File: src/rtl/stream_mux_rr.sv
// N-input valid/ready stream multiplexer with round-robin arbitration,
// optional packet lock and a registered one-beat output stage.
module stream_mux_rr #(
  parameter int unsigned WIDTH        = 8,
  parameter int unsigned N_IN         = 4,
  parameter int unsigned LOCK_ON_LAST = 1
) (
  input  logic                      clk,
  input  logic                      rst,
  input  logic [N_IN*WIDTH-1:0]     in_data,
  input  logic [N_IN-1:0]           in_valid,
  input  logic [N_IN-1:0]           in_last,
  output logic [N_IN-1:0]           in_ready,
  output logic [WIDTH-1:0]          out_data,
  output logic                      out_last,
  output logic [$clog2(N_IN)-1:0]   out_sel,
  output logic                      out_valid,
  input  logic                      out_ready
);

  localparam int unsigned SEL_W = $clog2(N_IN);

  logic [WIDTH-1:0] out_data_q, out_data_d;
  logic             out_last_q, out_last_d;
  logic [SEL_W-1:0] out_sel_q, out_sel_d;
  logic             out_valid_q, out_valid_d;
  logic [SEL_W-1:0] ptr_q, ptr_d;
  logic             lock_q, lock_d;
  logic [SEL_W-1:0] lock_ch_q, lock_ch_d;

  logic [N_IN-1:0]  grant_c;
  logic [SEL_W-1:0] gnt_idx_c;
  logic             gnt_found_c;
  logic [SEL_W-1:0] cand_c;
  logic             can_load_c;
  logic             accept_c;
  logic [WIDTH-1:0] sel_data_c;
  logic             sel_last_c;

  // Channel index base+off, wrapped modulo N_IN (N_IN need not be a power of two).
  function automatic logic [SEL_W-1:0] wrap_inc(input logic [SEL_W-1:0] base,
                                                 input int unsigned      off);
    int unsigned sum;
    sum = 32'(base) + off;
    if (sum >= N_IN) sum = sum - N_IN;
    return SEL_W'(sum);
  endfunction

  // Grant: the locked channel unconditionally, else first valid from ptr.
  always_comb begin
    grant_c     = '0;
    gnt_idx_c   = '0;
    gnt_found_c = 1'b0;
    cand_c      = '0;
    if (lock_q) begin
      gnt_idx_c   = lock_ch_q;
      gnt_found_c = 1'b1;
    end else begin
      for (int unsigned k = 0; k < N_IN; k++) begin
        cand_c = wrap_inc(ptr_q, k);
        if (!gnt_found_c && in_valid[cand_c]) begin
          gnt_idx_c   = cand_c;
          gnt_found_c = 1'b1;
        end
      end
    end
    if (gnt_found_c) grant_c[gnt_idx_c] = 1'b1;
  end

  assign can_load_c = !out_valid_q || out_ready;
  assign in_ready   = (rst || !can_load_c) ? '0 : grant_c;
  assign accept_c   = |(in_valid & in_ready);

  always_comb begin
    sel_data_c = '0;
    sel_last_c = 1'b0;
    for (int unsigned i = 0; i < N_IN; i++) begin
      if (gnt_idx_c == SEL_W'(i)) begin
        sel_data_c = in_data[i*WIDTH +: WIDTH];
        sel_last_c = in_last[i];
      end
    end
  end

  // Next state: load on accept, drain when the held beat is taken.
  always_comb begin
    out_data_d  = out_data_q;
    out_last_d  = out_last_q;
    out_sel_d   = out_sel_q;
    out_valid_d = out_valid_q;
    ptr_d       = ptr_q;
    lock_d      = lock_q;
    lock_ch_d   = lock_ch_q;
    if (accept_c) begin
      out_data_d  = sel_data_c;
      out_last_d  = sel_last_c;
      out_sel_d   = gnt_idx_c;
      out_valid_d = 1'b1;
      if (LOCK_ON_LAST == 0 || sel_last_c) begin
        ptr_d  = wrap_inc(gnt_idx_c, 1);
        lock_d = 1'b0;
      end else begin
        lock_d    = 1'b1;
        lock_ch_d = gnt_idx_c;
      end
    end else if (out_ready) begin
      out_valid_d = 1'b0;
    end
  end

  always_ff @(posedge clk) begin
    if (rst) begin
      out_data_q  <= '0;
      out_last_q  <= 1'b0;
      out_sel_q   <= '0;
      out_valid_q <= 1'b0;
      ptr_q       <= '0;
      lock_q      <= 1'b0;
      lock_ch_q   <= '0;
    end else begin
      out_data_q  <= out_data_d;
      out_last_q  <= out_last_d;
      out_sel_q   <= out_sel_d;
      out_valid_q <= out_valid_d;
      ptr_q       <= ptr_d;
      lock_q      <= lock_d;
      lock_ch_q   <= lock_ch_d;
    end
  end

  assign out_data  = out_data_q;
  assign out_last  = out_last_q;
  assign out_sel   = out_sel_q;
  assign out_valid = out_valid_q;

endmodule

File: config.mk
export PLATFORM = sky130hd
export DESIGN_NAME = stream_mux_rr
export DESIGN_NICKNAME = d
export VERILOG_FILES = /design/src/rtl/stream_mux_rr.sv
export SDC_FILE = /design/constraint.sdc
export NUM_CORES = 1
export LEC_CHECK = 0
export ABC_AREA = 1
export ABC_CLOCK_PERIOD_IN_PS = 3900
export BUFFER_PORTS_ARGS = -buffer_cell sky130_fd_sc_hd__buf_2
export CORE_MARGIN = 8
export CORE_UTILIZATION = 47
export CTS_CLUSTER_DIAMETER = 40
export DETAILED_ROUTE_END_ITERATION = 10
export PLACE_DENSITY_LB_ADDON = 0.2
export SLEW_MARGIN = 5
export SYNTH_ARGS = -nofsm -noshare
export SYNTH_HDL_FRONTEND = slang
export SYNTH_SLANG_ARGS = --single-unit
File: constraint.sdc
create_clock -name clk -period 3.9 [get_ports clk]
set_input_delay 0.195 -clock clk [delete_from_list [all_inputs] [get_ports clk]]
set_output_delay 0.195 -clock clk [all_outputs]
set_load 0.03 [all_outputs]
==> results of run 1 <==
==> sequential cells by signal, indices dropped and copies added (netlist names) <==
register and cells:
ptr_q 2, out_valid 1, out_sel 2, lock_ch_q 2, lock_q 1, out_data 8
out_last 1
==> worst max-delay path by stage <==
stage                                from                        end  slack [ns]
finish              ptr_q[0]$_SDFFE_PP0P_  lock_ch_q[0]$_SDFFE_PP0P_        0.56
global placement    ptr_q[0]$_SDFFE_PP0P_  lock_ch_q[0]$_SDFFE_PP0P_        0.69
detailed placement  ptr_q[0]$_SDFFE_PP0P_  lock_ch_q[0]$_SDFFE_PP0P_        0.60
global route        ptr_q[0]$_SDFFE_PP0P_  lock_ch_q[0]$_SDFFE_PP0P_        0.06
floorplan           ptr_q[0]$_SDFFE_PP0P_  lock_ch_q[0]$_SDFFE_PP0P_        1.12
CTS                 ptr_q[0]$_SDFFE_PP0P_  lock_ch_q[0]$_SDFFE_PP0P_        0.57
==> cells by family after synthesis <==
| logic type | count (synthesis) |
|---|---|
| fa+ha+maj | 3 |
| flops | 17 |
| compound gates | 43 |
| buf+inv | 29 |
| simple gates | 134 |
==> per-layer routing <==
metal  vias to the layer above  wire length (µm)
li1                        836                 -
met1                       610              1790
met2                        36              1440
met3                         4               241
met4                         0                41
met5                         -                 0
==> synthesized netlist by cell type (2+ instances only) <==
library cell	n
nand3_1	14
o21ai_1	11
a21oi_1	19
nand2_4	2
ha_1	3
nor2_2	3
a22oi_1	9
inv_2	4
nand2_1	46
o21ai_0	2
nor2_1	52
buf_6	3
dfxtp_1	17
nand2_2	13
inv_1	16
clkbuf_1	3
==> cell type report <==
cell class                 instances  area share
timing repair buffer              58       0.175
tap                               31      0.0233
sequential                        17       0.205
multi-input combinational        180       0.533
clock inverter                     1     0.00301
clock buffer                       3      0.0136
inverter                          21      0.0474
==> through the flow <==
stage               hold WS [ns]  cell area, µm²
floorplan                  0.426            1370
global placement           0.468            1630
detailed placement         0.481            1630
CTS                        0.242            1660
global route               0.281            1660
finish                     0.239            1660
==> critical path, delay by kind of cell (launching register included) <==
| family | cells | cell delay (ns) |
|---|---|---|
| adder cells (fa/ha/maj) | 1 | 0.33 |
| AND/OR/NAND/NOR | 13 | 1.49 |
| flip-flops | 1 | 0.59 |
| AO/OA/AOI/OAI | 3 | 0.46 |
| buffers and inverters | 3 | 0.35 |
==> flow_summary_export.csv, run 1 <==
group,metric,value,unit
outcome,status,"finished clean",
synth,synthMuxAreaShare,0,
synth,yosys_warnings,0,
sta,period_minus_slack,3.34,ns
layout,multiInputGateArea,886,µm²
worst_setup_path,cpMostUsedCell,"nand2_2",
min_path,min-delay-start,"out_ready",
worst_setup_path,cp_data_arrival_time,3.52,ns
synth,synth_simple_gate_area_frac,0.435,
cts,postCtsSetupBuffers,0,
global_routing,use_met3,0.0381,
synth,synthAdderAreaFrac,0.0274,
route,wl,3500,µm
global_routing,antenna_found_initial,0,
synth,synth-edff-count,0,
synth,yosysTopAreaCellShare,0.248,
route,wl_per_cell,11.3,µm
worst_setup_path,ff2ff_path_depth,20,
floorplanning,die_x,70.0,µm
cts,hold_buffers,0,
min_path,hp-class,"primary input to register",
worst_setup_path,critPathRequiredTime,4.09,ns
sta,hold_viol,0,
floorplanning,fp.coreArea,2760,µm²
route,drc_errors,0,
layout,utilization,0.603,
floorplanning,dieArea,4900,µm²
layout,final_cell_mix,"buf_2, nor2_1, nand2_1",
cts,numCtsBuffers,3,
route,viasPerCell,4.78,
sta,setup_violations,0,
global_routing,use_met1,0.182,
sta,fin_skew,0.00751,ns
synth,synth-seq-cells,17,
min_path,min_path_cells,4,
sta,setup_slack,0.562,ns
synth,ys.flop_type,"dfxtp_1",
synth,async_flop_share,0,
route,route.antenna.remaining_nets,0,
global_routing,grt_pass1_wl,5950,µm
floorplanning,io_pins,59,
cts,clockRootBuffer,"clkbuf_4",
synth,synth_area_leaders,"dfxtp_1, nor2_1, nand2_1",
placement,dp_cells,307,
sta,relSlewSlack,0.621,
global_routing,grt-ovfl-total,0,
synth,yosysTopAreaCell,"dfxtp_1",
cts,clkTransAtPathRegs,0.09,ns
floorplanning,start_util,0.497,
layout,mostFrequentLayoutCell,"buf_2",
synth,synthCells,226,
placement,dp_hpwl,2840,µm
cts,cts_tree,"built",
sta,grt_setup_unrepaired,"false",
layout,synthToLayoutAreaGrowth,21.3,%
synth,synth_cell_types,25,
cts,clk_latency,0.29,ns
global_routing,grt_use_met2,0.211,
synth,yosys.area_share.xor_xnor,0,
placement,io_buffers,58,
global_routing,grt_max_degree,25,
layout,n_antenna_cell,0,
worst_setup_path,r2r-start,"ptr_q[0]$_SDFFE_PP0P_",
synth,synth-compound-area-share,0.184,
worst_setup_path,path_max_fanout,11,
cts,cts_sinks,17,
worst_setup_path,cp_cell_sequence,"inv_2 > nand2_1 > nand2_2 > nand2_2 > nand2_2 > nor2_4 > nand3_1 > nand3_1 > nand2_1 > nand2_2 > inv_1 > ha_1 > nor2_1 > a22oi_1 > o21ai_0 > nand2_1 > nand2_2 > inv_2 > a21oi_1 > nor2_1",
worst_setup_path,worst_path_max_delay_cell,"dfxtp_1",
synth,seq_area_frac_synth,0.248,
layout,regArea,340,µm²
sta,period_share,0.856,
worst_setup_path,critPathLaunchType,"register",
placement,post-place-ws,0.598,ns
layout,nets,327,
route,first_pass_iters,4,
synth,synth_nets,272,
cts,htree_num_levels,1,
worst_setup_path,r2r_slack,0.56,ns
worst_setup_path,cp_slowest_stage_delay,0.59,ns
run,drv_cap,0,
layout,fillers,287,
floorplanning,die_h,70.0,µm
worst_setup_path,r2r_end,"lock_ch_q[0]$_SDFFE_PP0P_",
synth,syn-cell-area,1370,µm²
synth,avgSynthCellArea,6.06,µm²
synth,synth_top_family_by_area,"simple AND/OR/NAND/NOR gates",
global_routing,grt_use_total,0.139,
sta,timing.fmax,300,MHz
floorplanning,rows,19,
cts,clk_path_buf_depth,2,
sta,slew_violations,0,
route,vias,1486,
placement,gp_congestion,0.872,
route,initialDrtViolationCount,85,
layout,fin_cells,311,
global_routing,grt.busiest_layer,"met2",
layout,drive_gt1_frac,0.314,
global_routing,grt_pass1_vias,1351,
min_path,min_to,"out_valid$_SDFFE_PP0P_",
cts,cts_resized,0,
worst_setup_path,criticalPathCategory,"register to register",
worst_setup_path,critPathCaptureType,"register",
sta,setup_tns,0,ns
sta,tightest_slew,0.569,ns
Power of run 1 is left out: the tool's default activity adds up to more than one toggle a clock period on the data nets, which glitch-free logic cannot reach.
==> run 2: changes to the inputs <==
--- a/config.mk
+++ b/config.mk
@@ -5,11 +5,11 @@
 export SDC_FILE = /design/constraint.sdc
 export NUM_CORES = 1
 export LEC_CHECK = 0
-export ABC_AREA = 1
+export ABC_AREA = 0
 export ABC_CLOCK_PERIOD_IN_PS = 3900
 export BUFFER_PORTS_ARGS = -buffer_cell sky130_fd_sc_hd__buf_2
 export CORE_MARGIN = 8
-export CORE_UTILIZATION = 47
+export CORE_UTILIZATION = 45
 export CTS_CLUSTER_DIAMETER = 40
 export DETAILED_ROUTE_END_ITERATION = 10
 export PLACE_DENSITY_LB_ADDON = 0.2
==> flow_summary_export.csv, run 2 <==
group,metric,value,unit
outcome,status,"finished clean",
run,drv_cap,0,
worst_setup_path,r2r_slack,0.59,ns
placement,post-place-ws,0.609,ns
worst_setup_path,critPathTopFamily,"compound AO/OA/AOI/OAI gates",
worst_setup_path,crit_buf_inv,1,
floorplanning,rows,18,
worst_setup_path,ff2ff_path_depth,12,
power_and_ir_drop,switching_share,0.535,
cts,cts_resized,0,
synth,synth_nets,194,
worst_setup_path,cp_slowest_stage_delay,0.45,ns
layout,regArea,340,µm²
route,wl,3340,µm
worst_setup_path,criticalPathCategory,"register to register",
min_path,min-delay-start,"out_ready",
worst_setup_path,critPathRequiredTime,4.09,ns
synth,avgSynthCellArea,8.08,µm²
sta,relSlewSlack,0.659,
global_routing,antenna_found_initial,0,
power_and_ir_drop,power.switching,0.773,mW
route,wl_per_cell,14.4,µm
sta,period_minus_slack,3.31,ns
min_path,min_to,"out_valid$_SDFFE_PP0P_",
placement,dpl_cell_area,1480,µm²
layout,nets,249,
worst_setup_path,r2r_end,"lock_ch_q[1]$_SDFFE_PP0P_",
synth,synth_most_common_cell,"nor2_1",
sta,timing.fmax,302,MHz
placement,io_buffers,58,
route,met2_length,1420,µm
synth,synth-seq-cells,17,
global_routing,grt_pass1_wl,5040,µm
power_and_ir_drop,power_density,957,nW/µm²
placement,dp_hpwl,2690,µm
cts,htree_num_levels,1,
cts,clk_latency,0.28,ns
layout,stdcell_area,1510,µm²
synth,synthCells,148,
route,first_pass_iters,4,
synth,yosys_warnings,0,
synth,seq_area_frac_synth,0.285,
synth,yosysTopAreaCellShare,0.285,
power_and_ir_drop,max-vdd-ir-drop,0.557,mV
layout,n_antenna_cell,0,
global_routing,grt_use_total,0.139,
cts,cts_sinks,17,
power_and_ir_drop,p_leak,0.685,nW
layout,drive_gt1_frac,0.381,
route,route.antenna.remaining_nets,0,
floorplanning,fp.coreArea,2500,µm²
cts,clockRootBuffer,"clkbuf_4",
layout,multiInputGateArea,774,µm²
power_and_ir_drop,seq_power_share,0.214,
route,initialDrtViolationCount,90,
floorplanning,die_x,67.6,µm
worst_setup_path,path_max_fanout,13,
synth,yosys-top-cells-count,"nor2_1, a21oi_1, dfxtp_1",
power_and_ir_drop,intPower,0.672,mW
cts,clk_path_buf_depth,2,
synth,syn-cell-area,1200,µm²
synth,ys.flop_type,"dfxtp_1",
synth,synth_cell_types,35,
floorplanning,die_h,67.6,µm
cts,clkTransAtPathRegs,0.09,ns
route,route.met3.wl,385,µm
route,viasPerCell,5.36,
global_routing,grt_max_degree,30,
sta,setup_tns,0,ns
worst_setup_path,r2r-start,"ptr_q[0]$_SDFFE_PP0P_",
route,top_layer,"met4",
layout,final_cell_mix,"buf_2, nor2_1, a21oi_1, dfxtp_1, a211oi_2",
route,drc_errors,0,
cts,numCtsBuffers,3,
min_path,hp-class,"primary input to register",
worst_setup_path,critPathCaptureType,"register",
sta,period_share,0.850,
layout,largest_register_ffs,8,
sta,hold_viol,0,
layout,fillers,249,
cts,cts_tree,"built",
route,wl_met1,1500,µm
synth,synth_area_leaders,"dfxtp_1, nor2_1, a211oi_2",
synth,yosysTopAreaCell,"dfxtp_1",
worst_setup_path,worst_path_max_delay_cell,"dfxtp_1",
sta,fin_skew,0.00331,ns
power_and_ir_drop,pwr-share-clk,0.063,
synth,synth-edff-count,0,
sta,tightest_slew,0.510,ns
global_routing,grt_pass1_vias,1152,
min_path,min_path_cells,4,
placement,gp_congestion,0.872,
sta,setup_violations,0,
global_routing,grt-ovfl-total,0,
floorplanning,io_pins,59,
route,vias,1243,
worst_setup_path,critPathLaunchType,"register",
synth,async_flop_share,0,
layout,synthToLayoutAreaGrowth,26.3,%
layout,mostFrequentLayoutCell,"buf_2",
sta,slew_violations,0,
floorplanning,start_util,0.478,
cts,postCtsSetupBuffers,0,
floorplanning,dieArea,4560,µm²
power_and_ir_drop,power_frac_comb,0.723,
sta,grt_setup_unrepaired,"false",
worst_setup_path,cp_data_arrival_time,3.51,ns
worst_setup_path,cp_cell_sequence,"and4bb_2 > a2111o_1 > o211ai_2 > nand2_1 > inv_1 > ha_1 > nor2b_1 > a22oi_1 > o21ai_0 > mux2i_4 > a21oi_1 > a311oi_1",
cts,hold_buffers,0,
sta,setup_slack,0.585,ns
## run 2: worst max path at each step
stage	endpoint	from	cells after the start
2_1_floorplan	ptr_q[0]$_SDFFE_PP0P_	ptr_q[0]$_SDFFE_PP0P_	13
3_3_place_gp	lock_ch_q[0]$_SDFFE_PP0P_	ptr_q[0]$_SDFFE_PP0P_	12
3_5_place_dp	lock_ch_q[1]$_SDFFE_PP0P_	ptr_q[0]$_SDFFE_PP0P_	12
4_1_cts	lock_ch_q[1]$_SDFFE_PP0P_	ptr_q[0]$_SDFFE_PP0P_	12
5_1_grt	lock_ch_q[1]$_SDFFE_PP0P_	ptr_q[0]$_SDFFE_PP0P_	12
6_report	lock_ch_q[1]$_SDFFE_PP0P_	ptr_q[0]$_SDFFE_PP0P_	12
## run 2: final cells by class
class / count / area share
clock buffer: 4 / 0.0174
inverter: 7 / 0.0174
multi-input combinational: 114 / 0.513
sequential: 17 / 0.225
tap: 30 / 0.0249
timing repair buffer: 60 / 0.202
## run 2: worst register-to-register path, stage by stage (launching register included)
cell and delay, ns:
dfxtp_1 0.45, and4bb_2 0.27, a2111o_1 0.31, o211ai_2 0.23, nand2_1 0.10, inv_1 0.15
ha_1 0.44, nor2b_1 0.23, a22oi_1 0.19, o21ai_0 0.17, mux2i_4 0.30, a21oi_1 0.10
a311oi_1 0.27
## run 2: stage by stage
step	cells	hold slack, ns	util	total power, mW
2_1_floorplan	148	0.413	-	1.15
3_3_place_gp	228	0.497	0.594	1.33
3_5_place_dp	228	0.496	0.594	1.36
4_1_cts	232	0.222	0.604	1.46
5_1_grt	232	0.240	0.604	1.59
6_report	232	0.232	0.604	1.45
## run 2: cell families (layout without fill, tap and decap cells)
family                   Yosys count  in the layout  share of synthesized area
adder cells (fa/ha/maj)            3              3                     0.0314
buffers and inverters             17             71                     0.0680
AND/OR/NAND/NOR                   55             55                      0.221
multiplexers                       5              5                     0.0523
AO/OA/AOI/OAI                     51             51                      0.343
flip-flops                        17             17                      0.285
## run 2: layer usage
layer,GRT usage,vias up
met2,0.206,51
met4,0.0548,0
met5,0,-
li1,-,646
met1,0.184,542
met3,0.0414,4
## run 2: power by group through the flow
stage / Sequential, mW / Clock, mW / Combinational [mW]
2_1_floorplan: 0.417 / 0 / 0.736
3_3_place_gp: 0.308 / 0 / 1.03
3_5_place_dp: 0.312 / 0 / 1.05
4_1_cts: 0.309 / 0.0955 / 1.06
5_1_grt: 0.321 / 0.105 / 1.16
6_report: 0.310 / 0.0907 / 1.05
Note: power is estimated with default switching activity, not from simulation.
==> run 3: changes to the inputs <==
--- a/config.mk
+++ b/config.mk
@@ -6,7 +6,7 @@
 export NUM_CORES = 1
 export LEC_CHECK = 0
 export ABC_AREA = 0
-export ABC_CLOCK_PERIOD_IN_PS = 3900
+export ABC_CLOCK_PERIOD_IN_PS = 3300
 export BUFFER_PORTS_ARGS = -buffer_cell sky130_fd_sc_hd__buf_2
 export CORE_MARGIN = 8
 export CORE_UTILIZATION = 45
==> constraint.sdc (replaced) <==
create_clock -name clk -period 3.3 [get_ports clk]
set_input_delay 0.165 -clock clk [delete_from_list [all_inputs] [get_ports clk]]
set_output_delay 0.165 -clock clk [all_outputs]
set_load 0.03 [all_outputs]
==> flow_summary_export.csv, run 3 (synthesized netlist as in run 2, its figures left out) <==
group,metric,value,unit
sta,slew_violations,0,
route,vias,1252,
worst_setup_path,critPathRequiredTime,3.52,ns
sta,setup_violations,0,
global_routing,grt-ovfl-total,0,
route,wl,3360,µm
floorplanning,start_util,0.478,
floorplanning,rows,18,
cts,clk_path_buf_depth,2,
sta,tightest_slew,0.399,ns
global_routing,antenna_found_initial,0,
floorplanning,dieArea,4560,µm²
sta,fin_skew,0.000422,ns
worst_setup_path,r2r_slack,0.22,ns
layout,synthToLayoutAreaGrowth,28.3,%
worst_setup_path,critPathLaunchType,"register",
floorplanning,die_h,67.6,µm
cts,numCtsBuffers,3,
floorplanning,io_pins,59,
placement,dp_hpwl,2770,µm
sta,period_minus_slack,3.08,ns
route,route.antenna.remaining_nets,0,
global_routing,grt_max_degree,20,
route,drc_errors,0,
run,drv_cap,0,
cts,htree_num_levels,1,
sta,setup_slack,0.216,ns
cts,clk_latency,0.28,ns
route,initialDrtViolationCount,67,
placement,gp_congestion,0.902,
cts,cts_tree,"built",
layout,fin_cells,235,
route,top_layer,"met4",
layout,nets,252,
layout,regArea,340,µm²
placement,post-place-ws,0.0988,ns
layout,largest_register_ffs,8,
layout,mostFrequentLayoutCell,"buf_2",
route,first_pass_iters,4,
power_and_ir_drop,max-vdd-ir-drop,0.777,mV
route,wl_met1,1470,µm
sta,setup_tns,0,ns
outcome,status,"finished clean",
sta,relSlewSlack,0.732,
worst_setup_path,path_max_fanout,8,
layout,n_antenna_cell,0,
worst_setup_path,criticalPathCategory,"register to register",
sta,hold_viol,0,
global_routing,grt_pass1_wl,5120,µm
route,viasPerCell,5.33,
floorplanning,die_x,67.6,µm
route,wl_per_cell,14.3,µm
power_and_ir_drop,p_leak,0.703,nW
layout,final_cell_mix,"buf_2, nor2_1, a21oi_1, dfxtp_1, a211oi_2",
sta,timing.fmax,324,MHz
cts,cts_sinks,17,
cts,clkTransAtPathRegs,0.09,ns
sta,period_share,0.935,
min_path,hp-class,"primary input to register",
worst_setup_path,critPathCaptureType,"register",
cts,hold_buffers,0,
placement,io_buffers,58,
sta,grt_setup_unrepaired,"false",
layout,fillers,227,
layout,drive_gt1_frac,0.400,
worst_setup_path,cp_data_arrival_time,3.30,ns
power_and_ir_drop,power_density,1140,nW/µm²
placement,dp_cells,231,
power_and_ir_drop,p_total,1.75,mW
global_routing,grt_pass1_vias,1163,
route,route.met3.wl,414,µm
layout,multiInputGateArea,777,µm²
route,met2_length,1420,µm
global_routing,grt_use_total,0.141,
floorplanning,fp.coreArea,2500,µm²
cts,clockRootBuffer,"clkbuf_4",
## run 3: cell count changes in the layout (fill, tap and decap cells not counted), sizes merged
| cell | before | now |
|---|---|---|
| buf | 60 | 63 |
## run 3: timing repair
action,4_1_cts,5_1_grt
gates resized for setup,0,2
setup endpoints to repair,0,12
buffers inserted,0,0
## run 3: routing by layer
metal | vias up | global-route usage
li1 | 649 | -
met1 | 552 | 0.181
met2 | 44 | 0.208
met3 | 7 | 0.0480
met4 | 0 | 0.0627
met5 | - | 0
## run 3: area by class of cell
cell class	count	share of cell area
multi-input combinational	114	0.506
sequential	17	0.222
timing repair buffer	63	0.214
tap	30	0.0244
clock buffer	4	0.0171
inverter	7	0.0171
## run 3: worst max-delay path: stages, from the launching register on
cell and delay (ns):
dfxtp_1 0.43, and4bb_2 0.26, a2111o_1 0.30, o211ai_2 0.23
nand2_1 0.11, inv_1 0.14, ha_1 0.22, nor2b_2 0.35
a22oi_1 0.11, o21ai_0 0.34, mux2i_4 0.17, nor2b_4 0.16
mux2i_1 0.19
## run 3: worst paths after layout
check / start / end / depth (start not counted)
setup / recovery: ptr_q[0]$_SDFFE_PP0P_ / ptr_q[1]$_SDFFE_PP0P_ / 12
hold / removal: out_ready / out_valid$_SDFFE_PP0P_ / 4
setup reg to reg: ptr_q[0]$_SDFFE_PP0P_ / ptr_q[1]$_SDFFE_PP0P_ / 12
hold reg to reg: out_sel[1]$_SDFFE_PP0P_ / out_sel[1]$_SDFFE_PP0P_ / 2
## run 3: report_power, final
part / switching, mW / total, mW / leakage [nW] / internal [mW]
combinational: 0.796 / 1.27 / 0.548 / 0.478
clock: 0.0595 / 0.106 / 0.0150 / 0.0470
sequential: 0.0656 / 0.368 / 0.139 / 0.303
## run 3: per-stage QoR
| stage | util | instance area (µm²) | hold slack [ns] |
|---|---|---|---|
| final | 0.614 | 1540 | 0.214 |
| after floorplan | - | 1200 | 0.383 |
| after detailed placement | 0.603 | 1510 | 0.498 |
| after global routing | 0.614 | 1540 | 0.251 |
| after CTS | 0.613 | 1530 | 0.217 |
| after global placement | 0.603 | 1510 | 0.488 |
